`src/rtl/sr_cmd_gen.sv`:
```
// rtl/sr_cmd_gen.sv - debounced set/clear buttons to non-overlapping S/R command pulses
// Requests come from the rising debounced level; the FSM serialises them with a one-deep pending flag per type.
module sr_cmd_gen #(
   parameter int DEB_CYCLES = 4,
   parameter int PULSE_LEN  = 1
) (
   input  logic       clk,
   input  logic       n_rst,
   input  logic       set_btn,
   input  logic       clr_btn,
   output logic       S,
   output logic       R,
   output logic       busy,
   output logic       conflict,
   output logic [7:0] cmd_cnt
);

   localparam logic [7:0] DEB_LAST   = 8'(DEB_CYCLES - 1);
   localparam logic [3:0] PULSE_LAST = 4'(PULSE_LEN - 1);

   typedef enum logic [1:0] {IDLE, PULSE_S, PULSE_R, GAP} state_t;

   // index 0 = set button, index 1 = clear button
   logic [1:0] sync1, sync2, deb, rise;
   logic [7:0] deb_cnt [2];

   state_t     state;
   logic       pend_s, pend_r;
   logic [3:0] pcnt;
   logic       want_s, want_r;

   always_ff @(posedge clk or negedge n_rst) begin
      if (!n_rst) begin
         sync1      <= '0;
         sync2      <= '0;
         deb        <= '0;
         deb_cnt[0] <= '0;
         deb_cnt[1] <= '0;
      end else begin
         sync1 <= {clr_btn, set_btn};
         sync2 <= sync1;
         for (int i = 0; i < 2; i++) begin
            if (sync2[i] == deb[i]) begin
               deb_cnt[i] <= '0;
            end else if (deb_cnt[i] == DEB_LAST) begin
               deb[i]     <= sync2[i];
               deb_cnt[i] <= '0;
            end else begin
               deb_cnt[i] <= deb_cnt[i] + 8'd1;
            end
         end
      end
   end

   // Request is taken on the same edge the debounced level rises, which keeps latency at DEB_CYCLES+2.
   always_comb begin
      rise = '0;
      for (int i = 0; i < 2; i++)
         rise[i] = sync2[i] & ~deb[i] & (deb_cnt[i] == DEB_LAST);
   end

   assign want_s = rise[0] | pend_s;
   assign want_r = rise[1] | pend_r;

   always_ff @(posedge clk or negedge n_rst) begin
      if (!n_rst) begin
         state    <= IDLE;
         S        <= 1'b0;
         R        <= 1'b0;
         busy     <= 1'b0;
         conflict <= 1'b0;
         cmd_cnt  <= '0;
         pend_s   <= 1'b0;
         pend_r   <= 1'b0;
         pcnt     <= '0;
      end else begin
         conflict <= 1'b0;
         case (state)
            IDLE: begin
               pend_s <= 1'b0;
               pend_r <= 1'b0;
               pcnt   <= PULSE_LAST;
               if (want_r) begin
                  state    <= PULSE_R;
                  R        <= 1'b1;
                  busy     <= 1'b1;
                  conflict <= want_s;
                  cmd_cnt  <= cmd_cnt + 8'd1;
               end else if (want_s) begin
                  state   <= PULSE_S;
                  S       <= 1'b1;
                  busy    <= 1'b1;
                  cmd_cnt <= cmd_cnt + 8'd1;
               end
            end
            PULSE_S, PULSE_R: begin
               pend_s <= pend_s | rise[0];
               pend_r <= pend_r | rise[1];
               if (pcnt == 4'd0) begin
                  state <= GAP;
                  S     <= 1'b0;
                  R     <= 1'b0;
               end else begin
                  pcnt <= pcnt - 4'd1;
               end
            end
            GAP: begin
               pend_s <= pend_s | rise[0];
               pend_r <= pend_r | rise[1];
               state  <= IDLE;
               busy   <= 1'b0;
            end
            default: state <= IDLE;
         endcase
      end
   end

endmodule
```
`config.mk`:
```
export PLATFORM = sky130hd
export DESIGN_NAME = sr_cmd_gen
export DESIGN_NICKNAME = d
export VERILOG_FILES = /design/src/rtl/sr_cmd_gen.sv
export SDC_FILE = /design/constraint.sdc
export NUM_CORES = 1
export LEC_CHECK = 0
export BUFFER_PORTS_ARGS = -buffer_cell sky130_fd_sc_hd__buf_4
export CAP_MARGIN = 20
export CORE_ASPECT_RATIO = 0.9
export CORE_UTILIZATION = 53
export DETAILED_ROUTE_END_ITERATION = 16
export GPL_ROUTABILITY_DRIVEN = 0
export PLACE_DENSITY_LB_ADDON = 0.12
export SETUP_SLACK_MARGIN = 0.15
export SLEW_MARGIN = 5
export SYNTH_ARGS = -nofsm -noshare
export SYNTH_HDL_FRONTEND = slang
export SYNTH_SLANG_ARGS = --single-unit
```
`constraint.sdc`:
```
create_clock -name clk -period 2.07 [get_ports clk]
set_input_delay 0.3105 -clock clk [delete_from_list [all_inputs] [get_ports clk]]
set_output_delay 0.3105 -clock clk [all_outputs]
set_load 0.01 [all_outputs]
```
==> flow_metrics.py, run 1 <==
metrics = {
    "detailed_routing": {
        "via_density_per_instance": 5.66,
        "dr.pass1.iters": 4,
        "routed_wire_length_per_instance_um": 14.9,
        "drt_iter0_markers": 79,
        "drc": 0,
        "route.antenna.remaining_nets": 0,
        "finalWirelength_mm": 3.74,
        "vias": 1421,
    },
    "critical_path": {
        "kind_of_critical_path": "reg2reg",
        "cp.required_ns": 2.25,
        "cp-end-kind": "flip-flop",
        "worst-endpoint-arrival_ns": 2.16,
        "crit_path_max_fanout": 2,
        "worst_setup_path_start_kind": "flip-flop",
    },
    "timing": {
        "fin_crit_ns": 1.98,
        "slew_headroom": 0.621,
        "final.setup.tns_ns": 0,
        "worst-slew-pin-transition_ns": 0.565,
        "report.final.hold_viol_count": 33,
        "final_max_slew_viol_count": 0,
        "fin_skew_ns": 0.00814,
        "report.final.setup_viol": 0,
        "grt_setup_unrepaired": "yes",
        "fin_worst_hold_slack_ns": -0.0104,
        "layout_worst_path_cycle_share": 0.954,
        "achievable_frequency_ghz": 0.506,
    },
    "place": {
        "io_buffer_count": 15,
        "hpwl_mm": 2.43,
    },
    "floorplanning": {
        "core_region_area_sq_um": 3450,
        "floorplan.rows": 20,
        "die_area_sq_um": 3960,
        "floorplan.die.width_um": 66.2,
        "fp.dieH_um": 59.8,
        "top_level_ports": 16,
        "initial_core_util": 0.569,
    },
    "logic_synthesis": {
        "post-synth-top-area-cell": "sky130_fd_sc_hd__dfrtp_1",
        "synth_cell_type_count": 43,
        "synth-edff-count": 0,
        "dominantRegCellSynth": "sky130_fd_sc_hd__dfrtp_1",
        "yosysTopAreaCellShare": 0.535,
        "synthesis.nets": 189,
        "top_cells_by_area_synth": "sky130_fd_sc_hd__dfrtp_1 (53%), sky130_fd_sc_hd__xor2_1 (6.7%), sky130_fd_sc_hd__ha_1 (5.1%), sky130_fd_sc_hd__nor2_1 (4.2%), sky130_fd_sc_hd__inv_1 (2.3%)",
        "ys_seq_area_frac": 0.535,
        "synth_warnings": 0,
        "post_synth_inst_count": 177,
        "fraction_of_registers_with_async_set_reset": 1.00,
        "netlist_area_sq_um": 1970,
        "syn_avg_cell_area_sq_um": 11.1,
        "synth-seq-cells": 42,
    },
    "clock_tree": {
        "clkSlewWorstSetupHoldPaths_ns": 0.08,
        "holdBufCountCts": 0,
        "htree_num_levels": 2,
        "clock_sink_count": 42,
        "cts-root-buf": "sky130_fd_sc_hd__clkbuf_8",
        "cts_tree": "built",
        "insertion_delay_ns": 0.30,
        "cts-root-to-sink-buffers": 2,
        "total_clock_buffers_created_by_cts": 5,
    },
    "finish": {
        "fillers": 238,
        "fin_nets": 218,
        "areaGrowthSynthToFinish_pct": 20.9,
        "layout-drive-gt1-share": 0.251,
        "n_antenna_cell": 0,
    },
    "run": {
        "cap_viol_max_count": 0,
    },
    "global_route": {
        "grt_start_max_net_pins": 43,
        "gr-total-overflow": 0,
        "number_of_antenna_violations_at_the_first_check_in_global_routing": 0,
        "first_pass_grt_wire_length_mm": 6.00,
        "grt_pass1_vias": 1336,
        "gr-usage-all-layers": 0.211,
    },
    "power_and_ir_drop": {
        "total_leakage_power_nw": 1.20,
        "power.density_cell_area_nw_per_um2": 1230,
        "irDropWorstVdd_v": 0.000776,
    },
    "status": {
        "failing_checks": "negative hold slack",
        "outcome": "finished, violations left",
    },
    "worst_hold_path": {
        "hold_class": "in2async",
    },
}
cells in the mapped netlist (2+ instances only):
cell type                  instances
sky130_fd_sc_hd__inv_1            12
sky130_fd_sc_hd__mux2_2            2
sky130_fd_sc_hd__and3_1            7
sky130_fd_sc_hd__o211a_1           2
sky130_fd_sc_hd__a22o_1            3
sky130_fd_sc_hd__a21oi_1           4
sky130_fd_sc_hd__o22ai_1           2
sky130_fd_sc_hd__nor3_1            2
sky130_fd_sc_hd__xor2_1           15
sky130_fd_sc_hd__nand4_1           4
sky130_fd_sc_hd__dfrtp_1          42
sky130_fd_sc_hd__ha_1              8
sky130_fd_sc_hd__nand2_1           5
sky130_fd_sc_hd__xnor2_1           4
sky130_fd_sc_hd__nand2b_1          4
sky130_fd_sc_hd__nand3_1           7
sky130_fd_sc_hd__nor2_1           22
sky130_fd_sc_hd__mux2_1            2
sky130_fd_sc_hd__nor2b_1           2
sky130_fd_sc_hd__o21ai_0           5
cells in the final DEF (no fill, tap or decap), types with 5 or more instances in the layout:
master and instances:
sky130_fd_sc_hd__and3_1 7, sky130_fd_sc_hd__buf_4 24, sky130_fd_sc_hd__clkbuf_8 5, sky130_fd_sc_hd__dfrtp_1 42
sky130_fd_sc_hd__ha_1 7, sky130_fd_sc_hd__inv_1 12, sky130_fd_sc_hd__nand2_1 5, sky130_fd_sc_hd__nand3_1 7
sky130_fd_sc_hd__nor2_1 22, sky130_fd_sc_hd__xor2_1 15
state kept, by name, summed over array words and instances (netlist names), 2 cells and up:
signal and flops:
state 2, cmd_cnt 8, sync1 2, pcnt 4
deb 2, sync2 2, deb_cnt 16
metal layers:
metal | global-route usage | vias up | part of all wire
li1 | - | 676 | -
met5 | 0 | - | 0
met3 | 0.0687 | 8 | 0.046
met1 | 0.265 | 701 | 0.45
met2 | 0.341 | 36 | 0.48
met4 | 0.0790 | 0 | 0.017
per-stage QoR:
step	total power (W)	setup WS (ns)	util	std cells	instance area, sq um
2_1_floorplan	0.00179	0.0601	-	177	1970
4_1_cts	0.00276	0.113	0.663	248	2290
3_5_place_dp	0.00210	0.0335	0.625	238	2160
5_1_grt	0.00311	0.000530	0.688	251	2380
3_3_place_gp	0.00206	0.0987	0.625	238	2160
6_report	0.00292	0.0944	0.688	251	2380
cells by family after synthesis:
kind of cell / synth area share
AO/OA/AOI/OAI: 0.106
adder cells (fa/ha/maj): 0.0509
multiplexers: 0.0280
AND/OR/NAND/NOR: 0.165
XOR/XNOR: 0.0847
flip-flops: 0.535
buffers and inverters: 0.0312
layout make-up:
type / instances / area, sq um / share of cell area
Clock buffer: 5 / 68.8 / 0.0290
Multi-Input combinational cell: 120 / 925 / 0.389
Sequential cell: 42 / 1050 / 0.442
Tap cell: 44 / 55.1 / 0.0232
Clock inverter: 3 / 40.0 / 0.0169
Timing Repair Buffer: 25 / 191 / 0.0806
Inverter: 12 / 45.0 / 0.0190
worst max-delay path: stages, from the launching register on:
cell and delay [ns]:
sky130_fd_sc_hd__dfrtp_1 0.36, sky130_fd_sc_hd__ha_2 0.18, sky130_fd_sc_hd__or4b_4 0.46, sky130_fd_sc_hd__or4_4 0.45, sky130_fd_sc_hd__nor2_4 0.09, sky130_fd_sc_hd__mux2_1 0.31
worst paths after layout:
check | startpoint | endpoint | slack [ns] | cells past startpoint
min reg2reg | sync1[0] | sync2[0] | 0.36 | 0
max | deb_cnt[8] | deb[0] | 0.09 | 5
min | n_rst | deb_cnt[4] | -0.01 | 1
max in group asynchronous | n_rst | cmd_cnt[7] | 1.73 | 1
max reg2reg | deb_cnt[8] | deb[0] | 0.09 | 5
min in group clk | clr_btn | sync1[1] | 0.12 | 1
power by group:
part	switching, W	leakage (nW)	internal, W
combinational	0.000637	0.587	0.000521
sequential	0.000141	0.559	0.000982
clock	0.000280	0.0579	0.000355
total	0.00106	1.20	0.00186
timing repair:
item,CTS,global route
setup endpoints to repair,11,20
pin swaps,0,4
gates resized for setup,1,14
setup buffers,2,3
(Power assumes the default switching activity.)
==> inputs of run 2 (changes only) <==
Settings changed: SETUP_SLACK_MARGIN 0.15 to not set.
==> flow_metrics.py, run 2 (synthesis gave the netlist of run 1 again) <==
metrics = {
    "clock_tree": {
        "htree_num_levels": 2,
        "clkSlewWorstSetupHoldPaths_ns": 0.07,
        "cts_tree": "built",
        "clock_sink_count": 42,
        "insertion_delay_ns": 0.30,
        "total_clock_buffers_created_by_cts": 5,
        "cts-root-to-sink-buffers": 2,
        "cts-root-buf": "sky130_fd_sc_hd__clkbuf_8",
    },
    "timing": {
        "finalWorstSetupSlack_ns": 0.0237,
        "report.final.hold_viol_count": 0,
        "fin_worst_hold_slack_ns": 0.118,
        "fin_skew_ns": 0.00573,
        "fin_crit_ns": 2.05,
        "achievable_frequency_ghz": 0.489,
        "final.setup.tns_ns": 0,
        "grt_setup_unrepaired": "yes",
        "layout_worst_path_cycle_share": 0.989,
        "final_max_slew_viol_count": 0,
        "report.final.setup_viol": 0,
        "slew_headroom": 0.654,
        "worst-slew-pin-transition_ns": 0.519,
    },
    "critical_path": {
        "cp-end-kind": "flip-flop",
        "worst-endpoint-arrival_ns": 2.23,
        "timing.critical_path.to": "deb[0]",
        "crit_start": "deb_cnt[9]",
        "cp.required_ns": 2.25,
        "timing.rr.start": "deb_cnt[9]",
        "worstRegToRegCells": 5,
        "worst_setup_path_start_kind": "flip-flop",
        "kind_of_critical_path": "reg2reg",
        "r2r_slack_ns": 0.02,
        "crit_path_max_fanout": 4,
        "critical_path.reg2reg.endpoint": "deb[0]",
    },
    "place": {
        "detailedPlace.worstSlack_ns": 0.0662,
        "dpl.cell_count": 238,
        "io_buffer_count": 15,
        "hpwl_mm": 2.47,
        "postPlaceCellArea_sq_um": 2150,
    },
    "finish": {
        "mostFrequentLayoutCell": "sky130_fd_sc_hd__dfrtp_1",
        "fin_nets": 215,
        "largest-register": "deb_cnt",
        "post_layout_nonfiller_instances": 247,
        "layout-drive-gt1-share": 0.192,
        "layout.cells.most_common_list": "sky130_fd_sc_hd__dfrtp_1 (42), sky130_fd_sc_hd__nor2_1 (22), sky130_fd_sc_hd__buf_4 (21)",
        "biggest_registers_after_layout": "deb_cnt: 16 flops, cmd_cnt: 8 flops, pcnt: 4 flops",
        "n_antenna_cell": 0,
        "areaGrowthSynthToFinish_pct": 16.6,
        "final_area_sq_um": 2290,
        "largest_register_ff_count": 16,
    },
    "floorplanning": {
        "initial_core_util": 0.569,
        "top_level_ports": 16,
        "die_area_sq_um": 3960,
        "floorplan.rows": 20,
        "core_region_area_sq_um": 3450,
        "fp.dieH_um": 59.8,
        "floorplan.die.width_um": 66.2,
    },
    "detailed_routing": {
        "vias": 1346,
        "routed_wire_length_per_instance_um": 14.5,
        "drt_iter0_markers": 74,
        "via_density_per_instance": 5.45,
        "finalWirelength_mm": 3.57,
        "dr.pass1.iters": 4,
        "route.antenna.remaining_nets": 0,
        "drc": 0,
    },
    "global_route": {
        "gr-total-overflow": 0,
        "grt_pass1_vias": 1399,
        "number_of_antenna_violations_at_the_first_check_in_global_routing": 0,
        "grt_start_max_net_pins": 43,
        "first_pass_grt_wire_length_mm": 6.15,
        "gr-usage-all-layers": 0.217,
    },
    "power_and_ir_drop": {
        "power.density_cell_area_nw_per_um2": 1200,
        "irDropWorstVdd_v": 0.000917,
        "total_leakage_power_nw": 1.18,
    },
    "run": {
        "cap_viol_max_count": 0,
    },
    "worst_hold_path": {
        "hold_class": "in2reg",
    },
    "status": {
        "outcome": "completed",
    },
}
## run 2: power breakdown
part	switching, W	internal [W]
Clock	0.000270	0.000386
Combinational	0.000546	0.000438
Sequential	0.000139	0.000982
## run 2: worst min-delay path by stage
stage,from,to,cells after the start
global route,set_btn,sync1[0],1
finish,set_btn,sync1[0],1
CTS,set_btn,sync1[0],1
global placement,n_rst,deb_cnt[2],1
detailed placement,n_rst,deb_cnt[2],1
floorplan,n_rst,R,0
## run 2: metal layers
layer,share of wire,vias up,GRT usage,routed length (um)
li1,-,663,-,-
met1,0.46,658,0.264,1650
met2,0.49,18,0.348,1740
met3,0.034,7,0.0744,120
met4,0.017,0,0.103,59
met5,0,-,0,0
## run 2: repair_timing
| action | 4_1_cts | 5_1_grt |
|---|---|---|
| resized for setup | 0 | 2 |
| setup buffers | 0 | 1 |
| setup endpoints to repair | 0 | 6 |
| hold buffers | 1 | 0 |
| hold endpoints to repair | 24 | 0 |
## run 2: area by class of cell
type	count	area (sq um)
Clock buffer	6	82.6
Clock inverter	1	30.0
Fill cell	277	1160
Inverter	12	45.0
Multi-Input combinational cell	120	861
Sequential cell	42	1050
Tap cell	44	55.1
Timing Repair Buffer	22	168
## run 2: stage by stage
step | power, W | utilization
after floorplan | 0.00178 | -
after global placement | 0.00206 | 0.624
after detailed placement | 0.00210 | 0.624
after CTS | 0.00277 | 0.659
after global routing | 0.00296 | 0.664
final | 0.00276 | 0.664
## run 2: critical path, stage by stage (launching register included)
cell                      delay, ns
sky130_fd_sc_hd__dfrtp_1       0.40
sky130_fd_sc_hd__ha_2          0.20
sky130_fd_sc_hd__or4b_4        0.48
sky130_fd_sc_hd__or4_4         0.45
sky130_fd_sc_hd__nor2_4        0.09
sky130_fd_sc_hd__mux2_1        0.31
==> inputs of run 3 (changes only) <==
Settings changed: CORE_MARGIN set to 2, MAX_ROUTING_LAYER set to met4, RECOVER_POWER set to 50.
==> flow_metrics.py, run 3 (synthesis gave the netlist of run 1 again) <==
metrics = {
    "power_and_ir_drop": {
        "power.density_cell_area_nw_per_um2": 1170,
        "share_seq_of_total_power": 0.420,
        "irDropWorstVdd_v": 0.000915,
        "combPwrFrac": 0.377,
        "total_switching_power_w": 0.000978,
        "total_leakage_power_nw": 1.17,
        "clock_power_share": 0.203,
        "netSwitchingFraction": 0.365,
        "cellInternalPower_w": 0.00170,
    },
    "critical_path": {
        "cp-end-kind": "flip-flop",
        "worst-endpoint-arrival_ns": 2.23,
        "crit_path_max_fanout": 4,
        "worstRegToRegCells": 5,
        "kind_of_critical_path": "reg2reg",
        "timing.rr.start": "deb_cnt[9]",
        "cell_with_the_largest_stage_delay_on_the_worst_path": "sky130_fd_sc_hd__or4b_4",
        "ordered_list_of_cells_on_the_worst_path": "ha_2 > or4b_4 > or4_4 > nor2_2 > mux2_4",
        "worst_path_dominant_cell_family": "simple AND/OR/NAND/NOR gates",
        "timing.critical_path.slowest_cell_delay_ns": 0.48,
        "r2r_slack_ns": 0.02,
        "critical_path.reg2reg.endpoint": "deb[0]",
        "worst_setup_path_start_kind": "flip-flop",
        "cp.required_ns": 2.26,
        "worst-path-buf-inv": 0,
    },
    "clock_tree": {
        "total_clock_buffers_created_by_cts": 5,
        "htree_num_levels": 2,
        "cts_tree": "built",
        "insertion_delay_ns": 0.29,
        "clock_sink_count": 42,
        "clkSlewWorstSetupHoldPaths_ns": 0.08,
        "cts-root-to-sink-buffers": 2,
        "cts-root-buf": "sky130_fd_sc_hd__clkbuf_8",
    },
    "worst_hold_path": {
        "hp-start": "set_btn",
        "min_delay_worst_endpoint": "sync1[0]",
        "hold_class": "in2reg",
        "timing.hold.worst_path_depth": 1,
    },
    "global_route": {
        "first_pass_grt_wire_length_mm": 6.14,
        "number_of_antenna_violations_at_the_first_check_in_global_routing": 0,
        "gr-total-overflow": 0,
        "gr-usage-all-layers": 0.208,
        "grt_start_max_net_pins": 43,
        "grt_pass1_vias": 1395,
    },
    "detailed_routing": {
        "route.antenna.remaining_nets": 0,
        "routed_wire_length_per_instance_um": 14.7,
        "finalWirelength_mm": 3.66,
        "dr.pass1.iters": 4,
        "drt_iter0_markers": 77,
        "vias": 1383,
        "via_density_per_instance": 5.58,
        "drc": 0,
    },
    "floorplanning": {
        "die_area_sq_um": 4210,
        "floorplan.rows": 20,
        "top_level_ports": 16,
        "floorplan.die.width_um": 68.2,
        "core_region_area_sq_um": 3450,
        "initial_core_util": 0.569,
        "fp.dieH_um": 61.8,
    },
    "place": {
        "postPlaceCellArea_sq_um": 2150,
        "dpl.cell_count": 238,
        "io_buffer_count": 15,
        "hpwl_mm": 2.55,
        "detailedPlace.worstSlack_ns": 0.0842,
    },
    "finish": {
        "n_antenna_cell": 0,
        "fillers": 284,
        "final_area_sq_um": 2280,
        "largest-register": "deb_cnt",
        "layout.core_utilization": 0.661,
        "areaGrowthSynthToFinish_pct": 16.1,
        "layout-drive-gt1-share": 0.206,
        "largest_register_ff_count": 16,
        "biggest_registers_after_layout": "deb_cnt: 16 flops, cmd_cnt: 8 flops, pcnt: 4 flops",
        "fin_nets": 215,
        "layout.cells.most_common_list": "sky130_fd_sc_hd__dfrtp_1 (42), sky130_fd_sc_hd__nor2_1 (22), sky130_fd_sc_hd__buf_4 (18)",
        "post_layout_nonfiller_instances": 248,
        "mostFrequentLayoutCell": "sky130_fd_sc_hd__dfrtp_1",
    },
    "timing": {
        "finalWorstSetupSlack_ns": 0.0214,
        "fin_skew_ns": 0.00689,
        "final_max_slew_viol_count": 0,
        "slew_headroom": 0.318,
        "grt_setup_unrepaired": "yes",
        "report.final.hold_viol_count": 0,
        "worst-slew-pin-transition_ns": 1.02,
        "layout_worst_path_cycle_share": 0.990,
        "achievable_frequency_ghz": 0.488,
        "report.final.setup_viol": 0,
        "fin_crit_ns": 2.05,
        "fin_worst_hold_slack_ns": 0.137,
    },
    "run": {
        "cap_viol_max_count": 0,
    },
    "status": {
        "outcome": "completed",
    },
}
==> run 3: how the worst max path moves through the flow <==
stage,from,to,slack (ns),depth (start not counted)
2_1_floorplan,deb_cnt[8],deb[0],0.05,5
3_3_place_gp,deb_cnt[9],deb[0],0.12,5
3_5_place_dp,deb_cnt[9],deb[0],0.08,5
4_1_cts,deb_cnt[9],deb[0],0.05,5
5_1_grt,deb_cnt[9],deb[0],-0.02,5
6_report,deb_cnt[9],deb[0],0.02,5
==> run 3: through the flow <==
stage          TNS [ns]  power [W]
2_1_floorplan         0    0.00178
3_3_place_gp          0    0.00206
3_5_place_dp          0    0.00210
4_1_cts               0    0.00266
5_1_grt         -0.0224    0.00287
6_report              0    0.00268
==> run 3: what timing repair did <==
action / in CTS / in global routing
resized for setup: 0 / 4
hold endpoints to repair: 28 / 0
buffers inserted: 0 / 1
endpoints found under the setup margin: 0 / 8
hold buffers: 1 / 0
==> run 3: final cells by class <==
class,count,area [sq um],area share
Sequential cell,42,1050,0.461
Multi-Input combinational cell,120,871,0.382
Timing Repair Buffer,22,165,0.0724
Clock buffer,6,82.6,0.0362
Tap cell,44,55.1,0.0241
Inverter,12,45.0,0.0197
Clock inverter,2,12.5,0.00548
==> run 3: power groups by stage <==
stage | logic (W) | clock network [W] | registers (W)
2_1_floorplan | 0.000650 | 0 | 0.00114
3_3_place_gp | 0.000934 | 0 | 0.00112
3_5_place_dp | 0.000969 | 0 | 0.00114
4_1_cts | 0.000980 | 0.000560 | 0.00112
5_1_grt | 0.00113 | 0.000595 | 0.00115
6_report | 0.00101 | 0.000544 | 0.00112
==> run 3: per-layer routing <==
layer | global-route usage | up-vias | share of wire
met2 | 0.340 | 37 | 0.49
met3 | 0.0486 | 4 | 0.039
li1 | - | 668 | -
met5 | - | - | 0
met1 | 0.249 | 674 | 0.46
met4 | 0.0914 | 0 | 0.012
